`src/rtl/key_pkg.sv`:
```
// key_pkg: constants shared by the key input blocks.
//   KEY_STABLE_CYCLES_DEF : default debounce window (20 ms at 50 MHz)
//   KEY_LONG_CYCLES_DEF   : default long-press threshold (1 s at 50 MHz)
//   ST_*                  : key_debounce FSM state encodings
package key_pkg;

  localparam int unsigned KEY_STABLE_CYCLES_DEF = 1000000;
  localparam int unsigned KEY_LONG_CYCLES_DEF   = 50000000;

  localparam logic [1:0] ST_IDLE      = 2'd0;  // released and stable
  localparam logic [1:0] ST_PRESS_CHK = 2'd1;  // candidate press
  localparam logic [1:0] ST_HELD      = 2'd2;  // pressed and stable
  localparam logic [1:0] ST_REL_CHK   = 2'd3;  // candidate release

endpackage

```
`src/rtl/key_debounce_sync_2ff.sv`:
```
// sync_2ff: two-flop synchronizer for a single asynchronous input bit.
// Reusable by any input block; both flops reset to RST_VAL.
//   clk_i : destination clock
//   rst_i : asynchronous active-high reset
//   d_i   : asynchronous input
//   q_o   : synchronized output (two clk_i edges of latency)
module sync_2ff #(
  parameter logic RST_VAL = 1'b1
) (
  input  logic clk_i,
  input  logic rst_i,
  input  logic d_i,
  output logic q_o
);

  logic meta_q;
  logic sync_q;

  always_ff @(posedge clk_i or posedge rst_i) begin
    if (rst_i) begin
      meta_q <= RST_VAL;
      sync_q <= RST_VAL;
    end else begin
      meta_q <= d_i;
      sync_q <= meta_q;
    end
  end

  assign q_o = sync_q;

endmodule

```
`src/rtl/key_debounce.sv`:
```
// key_debounce: push-button debouncer with press/release/long-press pulses.
//   sys_clk   : system clock, all state on rising edge
//   sys_rst   : asynchronous active-high reset
//   key_i     : raw active-low key (0 = pressed)
//   key_o     : debounced active-low key level
//   press_o   : one-cycle pulse per accepted press
//   release_o : one-cycle pulse per accepted release
//   long_o    : one-cycle pulse once a press has been held LONG_CYCLES
// A level change is accepted on the edge that sees the STABLE_CYCLES-th
// consecutive equal synchronized sample, so a clean key_i edge reaches
// key_o 2+STABLE_CYCLES edges later.
module key_debounce
  import key_pkg::*;
#(
  parameter int unsigned STABLE_CYCLES = KEY_STABLE_CYCLES_DEF,
  parameter int unsigned LONG_CYCLES   = KEY_LONG_CYCLES_DEF
) (
  input  logic sys_clk,
  input  logic sys_rst,
  input  logic key_i,
  output logic key_o,
  output logic press_o,
  output logic release_o,
  output logic long_o
);

  localparam int unsigned SW = $clog2(STABLE_CYCLES + 1);
  localparam int unsigned LW = $clog2(LONG_CYCLES + 1);

  localparam logic [SW-1:0] STABLE_LAST = SW'(STABLE_CYCLES - 1);
  localparam logic [LW-1:0] LONG_LAST   = LW'(LONG_CYCLES - 1);
  localparam logic [LW-1:0] LONG_MAX    = LW'(LONG_CYCLES);

  logic          s;
  logic [1:0]    state_q, state_d;
  logic [SW-1:0] stab_q,  stab_d;
  logic [LW-1:0] hold_q,  hold_d;
  logic          key_q,   key_d;
  logic          press_q, press_d;
  logic          rel_q,   rel_d;
  logic          long_q,  long_d;

  sync_2ff #(
    .RST_VAL (1'b1)
  ) u_sync (
    .clk_i (sys_clk),
    .rst_i (sys_rst),
    .d_i   (key_i),
    .q_o   (s)
  );

  always_comb begin
    state_d = state_q;
    stab_d  = stab_q;
    hold_d  = hold_q;
    key_d   = key_q;
    press_d = 1'b0;
    rel_d   = 1'b0;
    long_d  = 1'b0;

    // Hold time keeps running through release candidates, so a release
    // bounce that falls back to HELD does not restart the long-press timer.
    if (state_q == ST_HELD || state_q == ST_REL_CHK) begin
      if (hold_q != LONG_MAX) begin
        hold_d = hold_q + LW'(1);
      end
      long_d = (hold_q == LONG_LAST);
    end

    case (state_q)
      ST_IDLE: begin
        if (!s) begin
          state_d = ST_PRESS_CHK;
          stab_d  = SW'(1);
        end
      end
      ST_PRESS_CHK: begin
        if (s) begin
          state_d = ST_IDLE;
          stab_d  = '0;
        end else if (stab_q == STABLE_LAST) begin
          state_d = ST_HELD;
          stab_d  = '0;
          hold_d  = '0;
          key_d   = 1'b0;
          press_d = 1'b1;
        end else begin
          stab_d = stab_q + SW'(1);
        end
      end
      ST_HELD: begin
        if (s) begin
          state_d = ST_REL_CHK;
          stab_d  = SW'(1);
        end
      end
      ST_REL_CHK: begin
        if (!s) begin
          state_d = ST_HELD;
          stab_d  = '0;
        end else if (stab_q == STABLE_LAST) begin
          state_d = ST_IDLE;
          stab_d  = '0;
          hold_d  = '0;
          key_d   = 1'b1;
          rel_d   = 1'b1;
        end else begin
          stab_d = stab_q + SW'(1);
        end
      end
      default: begin
        state_d = ST_IDLE;
        stab_d  = '0;
        hold_d  = '0;
        key_d   = 1'b1;
      end
    endcase

    // A release accepted on the same edge the threshold is hit ends the
    // press; the release pulse wins so pulses stay mutually exclusive.
    if (rel_d) begin
      long_d = 1'b0;
    end
  end

  always_ff @(posedge sys_clk or posedge sys_rst) begin
    if (sys_rst) begin
      state_q <= ST_IDLE;
      stab_q  <= '0;
      hold_q  <= '0;
      key_q   <= 1'b1;
      press_q <= 1'b0;
      rel_q   <= 1'b0;
      long_q  <= 1'b0;
    end else begin
      state_q <= state_d;
      stab_q  <= stab_d;
      hold_q  <= hold_d;
      key_q   <= key_d;
      press_q <= press_d;
      rel_q   <= rel_d;
      long_q  <= long_d;
    end
  end

  assign key_o     = key_q;
  assign press_o   = press_q;
  assign release_o = rel_q;
  assign long_o    = long_q;

endmodule
```
`config.mk`:
```
export PLATFORM = sky130hd
export DESIGN_NAME = key_debounce
export DESIGN_NICKNAME = d
export VERILOG_FILES = /design/src/rtl/key_pkg.sv /design/src/rtl/key_debounce_sync_2ff.sv /design/src/rtl/key_debounce.sv
export SDC_FILE = /design/constraint.sdc
export NUM_CORES = 1
export LEC_CHECK = 0
export CAP_MARGIN = 20
export CORE_ASPECT_RATIO = 1.75
export CORE_MARGIN = 2
export CORE_UTILIZATION = 41
export DETAILED_ROUTE_END_ITERATION = 10
export GPL_TIMING_DRIVEN = 1
export HOLD_SLACK_MARGIN = 0.02
export PLACE_DENSITY = 0.58
export SETUP_SLACK_MARGIN = 0.05
export SYNTH_ARGS = -nofsm -noshare
export SYNTH_HDL_FRONTEND = slang
export SYNTH_HIERARCHICAL = 1
export SYNTH_SLANG_ARGS = --single-unit
export TNS_END_PERCENT = 100
```
`constraint.sdc`:
```
create_clock -name sys_clk -period 3.2 [get_ports sys_clk]
set_clock_uncertainty 0.15 [all_clocks]
set_input_delay 0.64 -clock sys_clk [delete_from_list [all_inputs] [get_ports sys_clk]]
set_output_delay 0.64 -clock sys_clk [all_outputs]
set_load 0.02 [all_outputs]
```
---- Yosys cells after proc, flatten, opt, wreduce, memory -nomap -nowiden ----
Index checks and enable logic that the tools add are counted.
word-level totals
  bits in registers ....................... 54
  input bits .............................. 3
  output and inout port bits .............. 4
  logic and storage cells ................. 62
cells by class
  $add $sub $neg .......................... 2
  eq/ne operators ......................... 14
  multiplexer cells ....................... 31
  reduce and logical (&&, ||, !) cells .... 6
operator list
  cell                     count
  $mux W26                 5
  $mux W20                 5
  $pmux W20 S4             1
  $pmux W26 S2             1
  $add A26 B1 Y26 const B  1
  $eq A26 B26 Y1 const B   1
  $ne A26 B26 Y1 const B   1
  $add A20 B1 Y20 const B  1
  $eq A20 B20 Y1 const B   1
  $mux W2                  6
  $mux W1                  11
  $pmux W2 S4              1
  $ne A2 B1 Y1 const B     3
  $ne A2 B2 Y1 const B     3
  $reduce_and A5 Y1        1
  $eq A2 B2 Y1 const B     2
  $reduce_and A4 Y1        1
  $ne A3 B2 Y1 const B     1
  $ne A3 B3 Y1 const B     1
  $eq A2 B1 Y1 const B     1
  $logic_not A2 Y1         1
  $pmux W1 S2              1
  $reduce_and A2 Y1        1
  $reduce_bool A2 Y1       1
  $logic_or A1 B1 Y1       1

---- Logic depth before layout (Yosys ltp) ----
Gate-level depths: netlist of run 1.
  depth in word-level cells ............... 6
  depth in mapped cells ................... 8
  gate-level depth less buffers ........... 7

---- By module ----
The synthesis of run 1 kept the hierarchy.
by module, submodules not included
  module        times used  cells each  area each (um^2)  seq. area each (um^2)
  key_debounce  1           308         2900.3            1302.5
  sync_2ff      1           3           56.3              52.6

---- Least setup slack after synthesis of run 1 ----
OpenSTA, ideal clock, no wires.
  path type ............................... register to register
  start point ............................. reg u_sync.sync_q (netlist: u_sync/q_o)
  end point ............................... reg hold_q[24]
  library setup time ...................... 0.119 ns
  arrival ................................. 1.802 ns
  required time ........................... 2.931 ns
  setup slack ............................. 1.130 ns
  cell stages (with the launch flop) ...... 7
  buffers on the path ..................... 2
  period minus slack after synthesis ...... 2.070 ns
  path through ............................ dfstp_2 > clkbuf_1 > xnor2_1 > nand2_1 > nor4_2 > buf_4 > nor2_1
between the ends
  longest elaborated chain between the ends .. 2
  elaborated cells between the ends (all ways) .. 3
  those cells by class .................... 3 x mux
RTL lines
  what                         RTL line                                source
  start: declaration           key_debounce_sync_2ff.sv:17             logic sync_q;
  start signal: assignment     key_debounce_sync_2ff.sv:25             sync_q <= meta_q;
  $mux W26 (on tied branches)  key_debounce.sv:98, key_debounce.sv:78
  $pmux W26 S2 *               key_debounce.sv:70                      case (state_q)
  via hold_d[24]               key_debounce.sv:37                      logic [LW-1:0] hold_q, hold_d;
  end signal: assignment       key_debounce.sv:138                     hold_q <= hold_d;
  end: declaration             key_debounce.sv:37
The timed path passes the listed nets; every way through them passes the cells marked *.
A chain may end at the register's enable or synchronous reset.

---- Final worst setup path of run 1 ----
  start point ............................. reg stab_q[0]
  end point ............................... reg stab_q[10]
between the ends
  longest elaborated chain between the ends .. 4
  elaborated cells between the ends (all ways) .. 6
  those cells by class .................... 1 x add/sub; 1 x eq/ne; 4 x mux
RTL lines
  what                                               RTL line                                 source
  start: declaration                                 key_debounce.sv:36                       logic [SW-1:0] stab_q, stab_d;
  start signal: assignment                           key_debounce.sv:137                      stab_q <= stab_d;
  $add A20 B1 Y20 or $eq A20 B20 Y1 (tied branches)  --
  $mux W20 *                                         key_debounce.sv:81, key_debounce.sv:101
  $mux W20 (on tied branches)                        key_debounce.sv:98, key_debounce.sv:78
  $pmux W20 S4 *                                     key_debounce.sv:70
Mark *: on every way between the ends. The rest lies on a longest branch, timed or not.

==> insert_results.sql, run 1 <==
INSERT INTO impl_metrics (metric_group, metric, value, unit) VALUES
('clock_network', 'max-clock-path-buffers', '2', ''),
('floorplanning', 'fp.dieH', '116', 'µm'),
('critical_path', 'critical-path-top-delay-family', 'compound AO/OA/AOI/OAI gates', ''),
('yosys', 'synth.largest_area_cell', 'dfrtp_1', ''),
('yosys', 'yosysWarningCount', '6', ''),
('clock_network', 'postCtsResizedCells', '0', ''),
('drt', 'viasPerCell', '5.79', ''),
('critical_path', 'critical_path.endpoint_type', 'register', ''),
('yosys', 'post-synth-top-area-fraction', '43.2', '%'),
('drt', 'route.final.wire_length', '6.80', 'mm'),
('run_status', 'status', 'finished, final reports clean', ''),
('yosys', 'area_contributors_post_synth', 'dfrtp_1, nand2_1, xor2_1, nor2_1, nand3_1', ''),
('critical_path', 'timing.critical_path.cells', 'ha_1 > and3_1 > nand3_2 > o31a_1 > buf_4 > a21o_1 > a32o_1', ''),
('clock_network', 'htree_num_levels', '2', ''),
('yosys', 'syn-instance-count', '311', ''),
('floorplanning', 'num_io_pins', '7', ''),
('timing', 'unrepaired_setup_endpoints_after_global_routing', 'false', ''),
('placed_design', 'globalplace.congestion', '0.834', ''),
('timing', 'remaining_max_slew_budget_at_the_tightest_pin', '50.8', '%'),
('drt', 'antenna_left', '0', ''),
('clock_network', 'clkLatencyLatePin', '0.30', 'ns'),
('yosys', 'synthesis.nets', '317', ''),
('clock_network', 'cts_tree', 'built', ''),
('yosys', 'synth.yosys.seq_area_share', '45.8', '%'),
('critical_path', 'critical-path-max-stage-delay', '0.49', 'ns'),
('placed_design', 'placement.io_buffers', '6', ''),
('yosys', 'synth_seq_cells', '54', ''),
('timing', 'fin_crit', '2.43', 'ns'),
('yosys', 'syn-cell-area', '0.00296', 'mm²'),
('drt', 'dr.first_iter.drc_count', '122', ''),
('floorplanning', 'starting_utilization_of_the_core_area', '41.8', '%'),
('clock_network', 'clock_sink_count', '54', ''),
('timing', 'setup_viol_count_final', '0', ''),
('final_layout', 'layout-area-overhead-vs-synth', '9.99', '%'),
('timing', 'max_slew.worst_pin.slew', '0.736', 'ns'),
('grt', 'grt_antenna_before_repair', '0', ''),
('drt', 'dr_total_vias', '2326', ''),
('critical_path', 'critPathSlowestCell', 'o31a_1', ''),
('drt', 'drt-wirelength-per-cell', '16.9', 'µm'),
('critical_path', 'timing.critical_path.buf_inv', '1', ''),
('critical_path', 'worst_setup_path_start_kind', 'register', ''),
('clock_network', 'clkSlewWorstSetupHoldPaths', '0.07', 'ns'),
('clock_network', 'postCtsSetupRepairBufs', '0', ''),
('floorplanning', 'dieWidth', '68.2', 'µm'),
('pwr', 'p_leak', '0.00139', 'µW'),
('timing', 'final_hold_viol_count', '0', ''),
('timing', 'tns', '0', 'ns'),
('yosys', 'postSynth.topFlopCell', 'dfrtp_1', ''),
('clock_network', 'cts.root.buffer_cell', 'clkbuf_16', ''),
('pwr', 'power.density', '438', 'mW/mm²'),
('critical_path', 'critical_path_class', 'register to register', ''),
('final_layout', 'final_net_count', '321', ''),
('grt', 'grt_start_max_net_pins', '30', ''),
('clock_network', 'cts_buffers', '5', ''),
('drt', 'tritonroute_pass_1_iters', '4', ''),
('yosys', 'syn_area_per_cell', '9.51', 'µm²'),
('floorplanning', 'fp-row-count', '41', ''),
('grt', 'grt_pass1_wl', '11.3', 'mm'),
('pwr', 'power.ir.vdd_worst', '0.341', 'mV'),
('floorplanning', 'die_area', '0.00793', 'mm²'),
('grt', 'global_route_overflow', '0', ''),
('critical_path', 'timing.critical_path.arrival', '2.46', 'ns'),
('timing', 'min_period_over_period', '75.8', '%'),
('timing', 'max_transition_viols_final', '0', ''),
('final_layout', 'share_of_cells_above_drive_strength_1', '8.54', '%'),
('critical_path', 'worst_ep_required_time', '3.24', 'ns'),
('critical_path', 'timing.critical_path.fanout_max', '16', ''),
('yosys', 'synth.distinct_cells', '51', ''),
('pwr', 'finalPower', '1420', 'µW'),
('final_layout', 'diodes', '0', ''),
('clock_network', 'holdBufCountCts', '0', ''),
('floorplanning', 'design.core.area', '0.00708', 'mm²'),
('timing', 'max_freq', '0.412', 'GHz'),
('grt', 'grt_pass1_vias', '2377', ''),
('placed_design', 'dp_hpwl', '5.00', 'mm'),
('grt', 'gr-usage-all-layers', '19.2', '%'),
('yosys', 'count_of_flip_flops_with_a_built_in_enable_after_synthesis', '0', ''),
('drt', 'count_of_unresolved_drc_violations_after_routing', '0', ''),
('yosys', 'synthArstFlopShare', '100', '%'),
('job', 'timing.max_cap.violations', '0', ''),
('hold_path', 'hold_class', 'register to register', '');
==> registers in the layout (all words and copies together), names as in the netlist, named ones only <==
register and flops:
hold_q 26, u_sync/q_o 1, key_o 1, u_sync/meta_q 1, long_o 1, stab_q 20
state_q 1, release_o 1, press_o 1
==> area by class of cell <==
cell class,count,area (µm²)
Tap cell,86,108
Sequential cell,54,1360
Fill cell,695,3830
Multi-Input combinational cell,234,1480
Inverter,10,37.5
Timing Repair Buffer,10,103
Clock inverter,2,37.5
Clock buffer,6,129
==> worst reg2reg max path: cells and delay by family (launching register included) <==
family	cells	cell delay [ns]
adder cells (fa/ha/maj)	1	0.22
AND/OR/NAND/NOR	2	0.41
AO/OA/AOI/OAI	3	0.85
buffers and inverters	1	0.27
flip-flops	1	0.42
==> report_power, final <==
group / internal [µW] / leakage [µW] / switching [µW]
clock: 370 / 0.0000771 / 254
sequential: 701 / 0.000737 / 25.9
combinational: 26.6 / 0.000571 / 45.5
total: 1100 / 0.00139 / 326
==> cell usage in the layout, fill, tap and decap left out, types with 7 or more instances in the layout <==
cell type and instances:
nor4_1 8, and3_1 9, nor3_1 8, a21oi_1 12, a31oi_1 9, nor2_1 34
xnor2_1 7, nand4_1 12, nand3_1 16, xor2_1 16, dfrtp_1 51, inv_1 9
nand2_1 39
==> cells in the mapped netlist (3+ instances only) <==
master	n
nor3_1	8
nor2_1	34
o21ai_0	6
nand2b_1	3
dfrtp_1	51
o31a_1	3
nand4b_1	3
or4_1	4
and3_1	9
nand2_1	39
o21a_1	3
dfstp_2	3
nor4_1	8
nand4_1	12
ha_1	3
a21oi_1	12
a31oi_1	9
xor2_1	16
inv_1	10
xnor2_1	7
nand3_1	16
clkbuf_1	6
mux2i_1	3
buf_6	3
nor4b_1	3
o22ai_1	4
==> per-stage QoR <==
stage	hold slack [ns]	setup slack, ns	cells	cell area, µm²	util, %
after global placement	0.198	0.854	394	3090	43.6
after floorplan	0.195	1.13	311	2960	-
after detailed placement	0.199	0.795	394	3090	43.6
final	0.207	0.773	402	3250	45.9
after global routing	0.219	0.644	402	3250	45.9
after CTS	0.209	0.783	402	3250	45.9
==> layer usage <==
layer	track usage (%)	routed length [µm]	part of all wire, %
met5	0	0	0
met4	8.13	183	2.7
met3	3.56	145	2.1
met2	36.4	3870	57
met1	19.6	2610	38
==> logic make-up (layout without fill, tap and decap cells) <==
| family | after synthesis | after routing | share of synthesized area [%] |
|---|---|---|---|
| XOR/XNOR | 23 | 23 | 6.81 |
| adder cells (fa/ha/maj) | 3 | 3 | 1.27 |
| multiplexers | 3 | 3 | 1.02 |
| buffers and inverters | 23 | 28 | 4.02 |
| AND/OR/NAND/NOR | 158 | 158 | 30.3 |
| flip-flops | 54 | 54 | 45.8 |
| AO/OA/AOI/OAI | 47 | 47 | 10.7 |
==> worst paths after layout <==
check                                             start                       to  slack [ns]  depth (start not counted)
worst max-delay path              stab_q[0]$_DFFE_PP0P_   stab_q[10]$_DFFE_PP0P_        0.77                          7
worst min-delay path            u_sync/meta_q$_DFF_PP1_     u_sync/q_o$_DFF_PP1_        0.21                          0
worst max register to register    stab_q[0]$_DFFE_PP0P_   stab_q[10]$_DFFE_PP0P_        0.77                          7
worst min register to register  u_sync/meta_q$_DFF_PP1_     u_sync/q_o$_DFF_PP1_        0.21                          0
max in group asynchronous                       sys_rst      hold_q[1]$_DFF_PP0_        1.77                          3
min in group asynchronous                       sys_rst  u_sync/meta_q$_DFF_PP1_        0.56                          2
Power figures use the tool's default switching activity.
==> run 2: changes to the inputs <==
==> constraint.sdc (replaced) <==
create_clock -name sys_clk -period 2.45 [get_ports sys_clk]
set_clock_uncertainty 0.15 [all_clocks]
set_input_delay 0.49 -clock sys_clk [delete_from_list [all_inputs] [get_ports sys_clk]]
set_output_delay 0.49 -clock sys_clk [all_outputs]
set_load 0.02 [all_outputs]
==> insert_results.sql, run 2 (synthesis results as in run 1) <==
INSERT INTO impl_metrics (metric_group, metric, value, unit) VALUES
('run_status', 'status', 'finished, final reports clean', ''),
('hold_path', 'instance_count_along_the_most_critical_hold_path', '0', ''),
('clock_network', 'clock_sink_count', '54', ''),
('timing', 'unrepaired_setup_endpoints_after_global_routing', 'false', ''),
('critical_path', 'r2r_cells', '6', ''),
('floorplanning', 'fp.dieH', '116', 'µm'),
('timing', 'tns', '0', 'ns'),
('drt', 'count_of_unresolved_drc_violations_after_routing', '0', ''),
('clock_network', 'cts_tree', 'built', ''),
('drt', 'route.final.wire_length', '6.87', 'mm'),
('grt', 'grt_pass1_wl', '11.6', 'mm'),
('critical_path', 'reg2reg_from', 'stab_q[0]$_DFFE_PP0P_', ''),
('hold_path', 'timing.hold.worst.start', 'u_sync/meta_q$_DFF_PP1_', ''),
('clock_network', 'max-clock-path-buffers', '2', ''),
('timing', 'max_freq', '0.452', 'GHz'),
('critical_path', 'worst_setup_path_start_kind', 'register', ''),
('clock_network', 'clkSlewWorstSetupHoldPaths', '0.07', 'ns'),
('critical_path', 'regToRegSetupSlack', '0.24', 'ns'),
('critical_path', 'worstReg2RegEnd', 'stab_q[12]$_DFFE_PP0P_', ''),
('hold_path', 'hold_class', 'register to register', ''),
('floorplanning', 'dieWidth', '68.2', 'µm'),
('clock_network', 'cts.root.buffer_cell', 'clkbuf_16', ''),
('final_layout', 'final_net_count', '332', ''),
('timing', 'max_slew.worst_pin.slew', '0.653', 'ns'),
('clock_network', 'postCtsSetupRepairBufs', '0', ''),
('timing', 'setup_viol_count_final', '0', ''),
('critical_path', 'critical_path_class', 'register to register', ''),
('job', 'timing.max_cap.violations', '0', ''),
('floorplanning', 'starting_utilization_of_the_core_area', '41.8', '%'),
('drt', 'antenna_left', '0', ''),
('final_layout', 'finish.instance_area', '0.00331', 'mm²'),
('placed_design', 'globalplace.congestion', '0.817', ''),
('final_layout', 'largest_register_ff_count', '26', ''),
('drt', 'drt-wirelength-per-cell', '16.6', 'µm'),
('final_layout', 'top_register', 'hold_q', ''),
('floorplanning', 'design.core.area', '0.00708', 'mm²'),
('critical_path', 'setup.worst_path.start', 'stab_q[0]$_DFFE_PP0P_', ''),
('drt', 'tritonroute_pass_1_iters', '4', ''),
('final_layout', 'final_core_utilization', '46.8', '%'),
('placed_design', 'post_dp_cell_area', '0.00317', 'mm²'),
('final_layout', 'share_of_cells_above_drive_strength_1', '11.6', '%'),
('clock_network', 'postCtsResizedCells', '0', ''),
('final_layout', 'layout-area-overhead-vs-synth', '12.0', '%'),
('clock_network', 'htree_num_levels', '2', ''),
('floorplanning', 'fp-row-count', '41', ''),
('floorplanning', 'die_area', '0.00793', 'mm²'),
('final_layout', 'layout_commonest_cell', 'dfrtp_1', ''),
('grt', 'global_route_overflow', '0', ''),
('floorplanning', 'num_io_pins', '7', ''),
('hold_path', 'min_to', 'u_sync/q_o$_DFF_PP1_', ''),
('pwr', 'power.ir.vdd_worst', '0.315', 'mV'),
('final_layout', 'layout_top_registers', 'hold_q x26, stab_q x20', ''),
('drt', 'dr_total_vias', '2323', ''),
('timing', 'max_transition_viols_final', '0', ''),
('timing', 'fin_crit', '2.21', 'ns'),
('drt', 'viasPerCell', '5.62', ''),
('critical_path', 'timing.critical_path.fanout_max', '5', ''),
('grt', 'grt_start_max_net_pins', '24', ''),
('grt', 'gr-usage-all-layers', '19.9', '%'),
('pwr', 'p_leak', '0.00144', 'µW'),
('critical_path', 'critical_path.endpoint_type', 'register', ''),
('grt', 'grt_pass1_vias', '2367', ''),
('placed_design', 'placement.io_buffers', '6', ''),
('timing', 'remaining_max_slew_budget_at_the_tightest_pin', '56.1', '%'),
('pwr', 'power.density', '527', 'mW/mm²'),
('final_layout', 'final_cell_mix', 'dfrtp_1, nand2_1, nor2_1', ''),
('timing', 'min_period_over_period', '90.4', '%'),
('clock_network', 'holdBufCountCts', '0', ''),
('final_layout', 'diodes', '0', ''),
('clock_network', 'cts_buffers', '5', ''),
('drt', 'dr.first_iter.drc_count', '121', ''),
('timing', 'final_hold_viol_count', '0', ''),
('critical_path', 'timing.critical_path.arrival', '2.29', 'ns'),
('clock_network', 'clkLatencyLatePin', '0.30', 'ns'),
('grt', 'grt_antenna_before_repair', '0', ''),
('placed_design', 'dp_hpwl', '5.32', 'mm'),
('critical_path', 'worst_ep_required_time', '2.53', 'ns');
run 2: how the worst max path moves through the flow:
| stage | to | slack (ns) | depth (start not counted) |
|---|---|---|---|
| 6_report | stab_q[12]$_DFFE_PP0P_ | 0.24 | 6 |
| 5_1_grt | stab_q[12]$_DFFE_PP0P_ | 0.08 | 6 |
| 4_1_cts | stab_q[12]$_DFFE_PP0P_ | 0.23 | 6 |
| 3_5_place_dp | stab_q[12]$_DFFE_PP0P_ | 0.25 | 6 |
| 3_3_place_gp | hold_q[1]$_DFF_PP0_ | 0.31 | 5 |
| 2_1_floorplan | hold_q[24]$_DFF_PP0_ | 0.38 | 6 |
run 2: stage by stage:
step,hold slack [ns],total power [µW],setup slack (ns),cells
2_1_floorplan,0.195,1030,0.380,311
3_3_place_gp,0.199,1060,0.312,405
3_5_place_dp,0.199,1060,0.248,405
4_1_cts,0.208,1770,0.232,413
5_1_grt,0.209,1830,0.0754,413
6_report,0.206,1740,0.236,413
run 2: area by class of cell:
class / instances / area (µm²)
well taps: 86 / 108
clock inverters: 2 / 13.8
repair buffers: 21 / 185
clock buffers: 6 / 129
multi-input cells: 234 / 1480
inverters: 10 / 37.5
fillers: 703 / 3770
flip-flops and latches: 54 / 1360
run 2: report_power, final:
part / internal (µW) / total (µW) / switching (µW)
clock: 380 / 703 / 323
combinational: 38.2 / 97.7 / 59.5
sequential: 916 / 944 / 27.3
total: 1330 / 1740 / 410
run 2: metal layers:
layer	GRT usage (%)	wire, µm	vias up
met1	20.2	2530	1127
met4	11.2	302	0
met2	36.9	3930	24
li1	-	-	1154
met3	3.18	102	18
met5	0	0	-
run 2: critical path, stage by stage, from the launching register on:
cell and delay, ns:
dfrtp_1 0.41, ha_1 0.22, nand2_1 0.12, nor4_1 0.62
nand2_1 0.14, or4_1 0.41, nand3_1 0.09
==> run 3: changes to the inputs <==
--- a/config.mk
+++ b/config.mk
@@ -5,14 +5,15 @@
 export SDC_FILE = /design/constraint.sdc
 export NUM_CORES = 1
 export LEC_CHECK = 0
+export ABC_AREA = 1
 export CAP_MARGIN = 20
 export CORE_ASPECT_RATIO = 1.75
 export CORE_MARGIN = 2
-export CORE_UTILIZATION = 41
+export CORE_UTILIZATION = 56
 export DETAILED_ROUTE_END_ITERATION = 10
 export GPL_TIMING_DRIVEN = 1
 export HOLD_SLACK_MARGIN = 0.02
-export PLACE_DENSITY = 0.58
+export PLACE_DENSITY_LB_ADDON = 0.15
 export SETUP_SLACK_MARGIN = 0.05
 export SYNTH_ARGS = -nofsm -noshare
 export SYNTH_HDL_FRONTEND = slang
==> insert_results.sql, run 3 <==
INSERT INTO impl_metrics (metric_group, metric, value, unit) VALUES
('run_status', 'status', 'finished, final reports clean', ''),
('critical_path', 'worst_ep_required_time', '1.81', 'ns'),
('critical_path', 'critical_path.endpoint_type', 'output port', ''),
('critical_path', 'critical-path-max-stage-delay', '0.60', 'ns'),
('floorplanning', 'fp-row-count', '38', ''),
('drt', 'route.final.wire_length', '9.03', 'mm'),
('drt', 'dr_total_vias', '3284', ''),
('final_layout', 'layout_commonest_cell', 'nand2_1', ''),
('pwr', 'p_comb_share', '34.9', '%'),
('pwr', 'finalPower', '2640', 'µW'),
('drt', 'count_of_unresolved_drc_violations_after_routing', '0', ''),
('drt', 'antenna_left', '0', ''),
('critical_path', 'timing.critical_path.fanout_max', '2', ''),
('floorplanning', 'die_area', '0.00695', 'mm²'),
('critical_path', 'timing.critical_path.arrival', '1.46', 'ns'),
('critical_path', 'critPathSlowestCell', 'clkdlybuf4s50_1', ''),
('floorplanning', 'fp.dieH', '109', 'µm'),
('critical_path', 'timing.critical_path.cells', 'clkdlybuf4s50_1', ''),
('yosys', 'post_synth_most_frequent_cells', 'nand2_1, nor2_1, inv_1, dfrtp_1, nand3_1', ''),
('timing', 'fin_crit', '2.10', 'ns'),
('timing', 'setup_viol_count_final', '0', ''),
('clock_network', 'holdBufCountCts', '0', ''),
('yosys', 'syn-instance-count', '517', ''),
('yosys', 'synth.largest_area_cell', 'dfrtp_1', ''),
('timing', 'tns', '0', 'ns'),
('final_layout', 'fill_cells', '606', ''),
('grt', 'gr-usage-all-layers', '28.5', '%'),
('placed_design', 'placement.io_buffers', '6', ''),
('floorplanning', 'dieWidth', '63.9', 'µm'),
('critical_path', 'critical_path_class', 'register to output port', ''),
('timing', 'fin_ws', '0.352', 'ns'),
('critical_path', 'critical-path-top-delay-family', 'buffers and inverters', ''),
('yosys', 'synth.most_common_cell', 'nand2_1', ''),
('yosys', 'yosysWarningCount', '6', ''),
('floorplanning', 'num_io_pins', '7', ''),
('grt', 'global_route_overflow', '0', ''),
('placed_design', 'placed_cells_incl_taps', '599', ''),
('clock_network', 'clock_sink_count', '54', ''),
('yosys', 'synthesis.nets', '523', ''),
('yosys', 'post-synth-top-area-fraction', '36.3', '%'),
('floorplanning', 'design.core.area', '0.00613', 'mm²'),
('clock_network', 'clkLatencyLatePin', '0.32', 'ns'),
('yosys', 'synth.distinct_cells', '40', ''),
('drt', 'drt-wirelength-per-cell', '14.9', 'µm'),
('clock_network', 'cts.root.buffer_cell', 'clkbuf_8', ''),
('timing', 'worst_hold_slack', '0.211', 'ns'),
('hold_path', 'hold_class', 'register to register', ''),
('pwr', 'power.ir.vdd_worst', '0.588', 'mV'),
('placed_design', 'globalplace.congestion', '0.970', ''),
('pwr', 'psw', '1130', 'µW'),
('timing', 'min_period_over_period', '85.6', '%'),
('pwr', 'power.share.clock', '20.6', '%'),
('final_layout', 'top_register', 'hold_q', ''),
('clock_network', 'cts_tree', 'built', ''),
('yosys', 'syn-cell-area', '0.00352', 'mm²'),
('final_layout', 'layout_top_registers', 'hold_q x26, stab_q x20', ''),
('drt', 'viasPerCell', '5.41', ''),
('timing', 'max_slew.worst_pin.slew', '0.451', 'ns'),
('clock_network', 'max-clock-path-buffers', '2', ''),
('timing', 'max_transition_viols_final', '0', ''),
('clock_network', 'clkSlewWorstSetupHoldPaths', '0.10', 'ns'),
('yosys', 'postSynth.topFlopCell', 'dfrtp_1', ''),
('yosys', 'area_contributors_post_synth', 'dfrtp_1, nand2_1, nor2_1, inv_1, nand3_1', ''),
('yosys', 'count_of_flip_flops_with_a_built_in_enable_after_synthesis', '0', ''),
('drt', 'tritonroute_pass_1_iters', '5', ''),
('final_layout', 'largest_register_ff_count', '26', ''),
('grt', 'grt_pass1_wl', '15.2', 'mm'),
('yosys', 'syn_area_per_cell', '6.80', 'µm²'),
('final_layout', 'final_net_count', '532', ''),
('final_layout', 'final_cell_mix', 'nand2_1, nor2_1, inv_1', ''),
('critical_path', 'timing.critical_path.buf_inv', '1', ''),
('floorplanning', 'starting_utilization_of_the_core_area', '57.3', '%'),
('timing', 'final_hold_viol_count', '0', ''),
('placed_design', 'dp_hpwl', '7.09', 'mm'),
('pwr', 'internal_power', '1510', 'µW'),
('clock_network', 'postCtsResizedCells', '0', ''),
('clock_network', 'postCtsSetupRepairBufs', '0', ''),
('grt', 'grt_pass1_vias', '3354', ''),
('drt', 'dr.first_iter.drc_count', '228', ''),
('pwr', 'netSwitchingFraction', '42.8', '%'),
('grt', 'grt_start_max_net_pins', '35', ''),
('timing', 'remaining_max_slew_budget_at_the_tightest_pin', '69.9', '%'),
('final_layout', 'share_of_cells_above_drive_strength_1', '9.11', '%'),
('timing', 'unrepaired_setup_endpoints_after_global_routing', 'false', ''),
('yosys', 'synth_seq_cells', '54', ''),
('pwr', 'power.density', '699', 'mW/mm²'),
('yosys', 'synth.yosys.seq_area_share', '38.5', '%'),
('pwr', 'seqPwrFrac', '44.5', '%'),
('clock_network', 'htree_num_levels', '2', ''),
('clock_network', 'cts_buffers', '5', ''),
('timing', 'max_freq', '0.477', 'GHz'),
('critical_path', 'worst_setup_path_start_kind', 'register', ''),
('yosys', 'synthArstFlopShare', '100', '%'),
('final_layout', 'layout-area-overhead-vs-synth', '7.33', '%'),
('final_layout', 'layoutNonFillerInstCount', '607', ''),
('grt', 'grt_antenna_before_repair', '0', ''),
('job', 'timing.max_cap.violations', '0', ''),
('pwr', 'p_leak', '0.00177', 'µW'),
('placed_design', 'dp_slack', '0.476', 'ns'),
('final_layout', 'diodes', '0', '');
## run 3: kinds of logic after synthesis
kind of cell / after synthesis / share of synthesized area (%)
simple gates: 316 / 40.6
buf+inv: 86 / 9.47
flops: 54 / 38.5
compound gates: 46 / 7.37
xor+xnor: 12 / 2.99
fa+ha+maj: 3 / 1.07
## run 3: cell type report
type	count	area, µm²	share of cell area (%)
clock buffers	6	82.6	2.19
clock inverters	2	12.5	0.332
inverters	78	293	7.76
multi-input cells	377	1830	48.4
flip-flops and latches	54	1360	35.9
well taps	80	100	2.65
repair buffers	10	103	2.72
## run 3: metal layers
layer  track usage (%)  share of wire (%)  wire, µm  vias to the layer above
met5                 0                  0         0                        -
met4              18.8                5.7       517                        0
met3              4.13                2.9       258                       33
met2              56.2                 56      5090                       70
met1              26.2                 35      3170                     1518
li1                  -                  -         -                     1663
## run 3: final timing paths
kind	from	to	slack [ns]	cells after the start
worst max-delay path	key_o$_DFFE_PP1P_	key_o	0.35	1
worst min-delay path	u_sync/meta_q$_DFF_PP1_	u_sync/q_o$_DFF_PP1_	0.21	0
worst max register to register	hold_q[0]$_DFF_PP0_	hold_q[24]$_DFF_PP0_	0.45	7
worst min register to register	u_sync/meta_q$_DFF_PP1_	u_sync/q_o$_DFF_PP1_	0.21	0
max in group asynchronous	sys_rst	stab_q[13]$_DFFE_PP0P_	1.27	3
min in group asynchronous	sys_rst	press_o$_DFF_PP0_	0.36	2
## run 3: stage by stage
| stage | util, % | area [µm²] |
|---|---|---|
| after floorplan | - | 3520 |
| after global placement | 60.0 | 3680 |
| after global routing | 61.5 | 3770 |
| after CTS | 61.5 | 3770 |
| final | 61.5 | 3770 |
| after detailed placement | 60.0 | 3680 |
## run 3: power groups by stage
stage / sequential [µW] / combinational (µW) / clock (µW)
floorplan: 1120 / 729 / 0
global placement: 1180 / 910 / 0
detailed placement: 1190 / 924 / 0
CTS: 1170 / 930 / 552
global route: 1190 / 1060 / 576
finish: 1170 / 921 / 543
==> RTL change (settings of run 2) <==
The output `release_o` loses its register stage (`rel_q` becomes a continuous assignment).
--- a/src/rtl/key_debounce.sv
+++ b/src/rtl/key_debounce.sv
@@ -130,7 +130,6 @@
       hold_q  <= '0;
       key_q   <= 1'b1;
       press_q <= 1'b0;
-      rel_q   <= 1'b0;
       long_q  <= 1'b0;
     end else begin
       state_q <= state_d;
@@ -138,10 +137,11 @@
       hold_q  <= hold_d;
       key_q   <= key_d;
       press_q <= press_d;
-      rel_q   <= rel_d;
       long_q  <= long_d;
     end
   end
+
+  assign rel_q = rel_d;
 
   assign key_o     = key_q;
   assign press_o   = press_q;
Formal check against the unedited RTL: same outputs for any inputs over 10 cycles, from zero or initial values and one cycle with sys_rst high; that may be too few to reach the edited logic, so the function may still have changed.
==> RTL change against run 2 <==
Routed wire length decreased by 0.31%. Fmax is 4.8% lower. Critical path type is now reg2out. Total power rose by 1.1%. Highest routed layer unchanged. Worst setup slack got worse by 0.11 ns. Synthesized area shrank 0.85%. Critical path depth is the same. Design area is 5.9% higher. Sequential cell count fell by 1. Combinational power is 48% higher. Largest cell class unchanged. Sequential power down 3.1%.
==> RTL change: results (changes against run 2) <==
- Ranking of synthesized cells by area: dfrtp_1, nand2_1, xor2_1
- Number of distinct library cells after synthesis: 51 (unchanged)
- Diode count: 0 (unchanged)
- Placed insts: 422 (+4.2%)
- Pin count of the biggest net entering global routing: 37 (+54%)
- Layout cells sized above 1: 0.195 (+0.0786)
- Net Count, Synth: 316 (-0.32%)
- Root Buffer: clkbuf_16
- CTS Buf Count: 5 (unchanged)
- CP Max Fanout: 2 (-3)
- WP data arrival: 1.69 ns (-0.60 ns)
- Via density: 5.61 (-0.31%)
- Status: finished, final reports clean
- Routed len/inst: 15.8 um (-4.9%)
- Synth warn: 6 (unchanged)
- Worst hold path type: reg2reg
- Fin nets: 354 (+6.6%)
- Clk slew on worst S/H paths: 0.07 ns (about the same)
- IO Port Bufs: 6 (unchanged)
- Synth cell count leaders: dfrtp_1, nand2_1, nor2_1
- Pint: 1.35 mW (+0.81%)
- Initial antenna violation count: 0 (unchanged)
- First-pass GRT wire length: 11600 um (+0.60%)
- Clock buffer depth: 2 (unchanged)
- Post-Synthesis Cells: 310 (-0.32%)
- Placed Area: 3290 um^2 (+3.9%)
- Clk Latency, worst-skew pair: between 0.2 and 0.3 ns
- Register area share after synthesis: 0.454 (-0.00462)
- Leak: 1.55 nW (+8.1%)
- Setup WS pre-CTS: -0.199 ns (-0.448 ns)
- Async SR Flop Fraction: 1.00 (unchanged)
- Initial drt markers: 179 (+48%)
- Worst relative slew slack: 0.620 (+0.0588)
- Total GRT Usage: 0.197 (-0.00260)
- Largest regs: hold_q x26, stab_q x20
- GPL Wtd Cong: 0.837 (+2.4%)
- Vias in the first global route: 2447 (+3.4%)
- CTS H-Tree Depth: 2 (unchanged)
- Grt total ovfl: 0 (unchanged)
- Routed WL: 6850 um (-0.31%)
- Worst IR drop on VDD: 276 uV (-12%)
- TritonRoute pass-1 iters: 4 (unchanged)
- Yosys top cell area share: 0.427 (-0.00485)
- Half-perimeter wire length after placement: 5130 um (-3.6%)
RTL change: timing repair:
item / in CTS / in global routing
gates resized for setup: 8 / 6
hold buffers: 0 / 0
setup endpoints to repair: 1 / 1
pin swaps: 4 / 6
buffers inserted: 1 / 2
RTL change: metal layers:
layer / GRT usage / vias to the layer above / wire length (um)
met2: 0.366 / 45 / 3910
met4: 0.0773 / 0 / 167
li1: - / 1197 / -
met5: 0 / - / 0
met3: 0.0262 / 15 / 149
met1: 0.216 / 1171 / 2620
RTL change: kinds of logic after synthesis:
logic type,Yosys count,share of synthesized area
DFF,53,0.454
adders and majority gates,3,0.0128
xor gates and xnor gates,23,0.0687
buffers and inverters,23,0.0405
muxes,3,0.0102
and+or+nand+nor,158,0.306
AOI/OAI and AO/OA,47,0.108
RTL change: area by class of cell:
| class | count | area (um^2) |
|---|---|---|
| Sequential cell | 53 | 1330 |
| Tap cell | 84 | 105 |
| Clock inverter | 3 | 22.5 |
| Inverter | 10 | 37.5 |
| Timing Repair Buffer | 44 | 359 |
| Clock buffer | 5 | 125 |
| Fill cell | 669 | 3400 |
| Multi-Input combinational cell | 234 | 1530 |
RTL change: path summary, 6_finish.rpt:
| path | startpoint | end | slack [ns] | depth (start not counted) |
|---|---|---|---|---|
| hold / removal | u_sync/meta_q | u_sync/q_o | 0.22 | 0 |
| min in group asynchronous | sys_rst | stab_q[1] | 0.37 | 2 |
| hold reg to reg | u_sync/meta_q | u_sync/q_o | 0.22 | 0 |
| setup reg to reg | hold_q[8] | hold_q[1] | 0.24 | 5 |
| max in group asynchronous | sys_rst | key_o | 1.22 | 3 |
| setup / recovery | stab_q[1] | release_o | 0.12 | 6 |
RTL change: power groups by stage:
| stage | combinational (mW) | clock (mW) | sequential (mW) |
|---|---|---|---|
| after floorplan | 0.0715 | 0 | 0.937 |
| after global placement | 0.140 | 0 | 0.928 |
| after detailed placement | 0.142 | 0 | 0.931 |
| after CTS | 0.143 | 0.726 | 0.915 |
| after global routing | 0.167 | 0.755 | 0.918 |
| final | 0.145 | 0.703 | 0.915 |
RTL change: stage by stage:
stage	setup TNS, ns	hold WS, ns
after detailed placement	-0.199	0.207
after global placement	-0.156	0.197
after floorplan	0	0.195
final	0	0.219
after CTS	0	0.217
after global routing	0	0.225
RTL change: critical path, stage by stage, from the launching register on:
cell and delay [ns]:
dfrtp_1 0.36, ha_2 0.19, and3_4 0.20, nand3_4 0.09, nor3_4 0.20, and4_4 0.25, buf_6 0.11
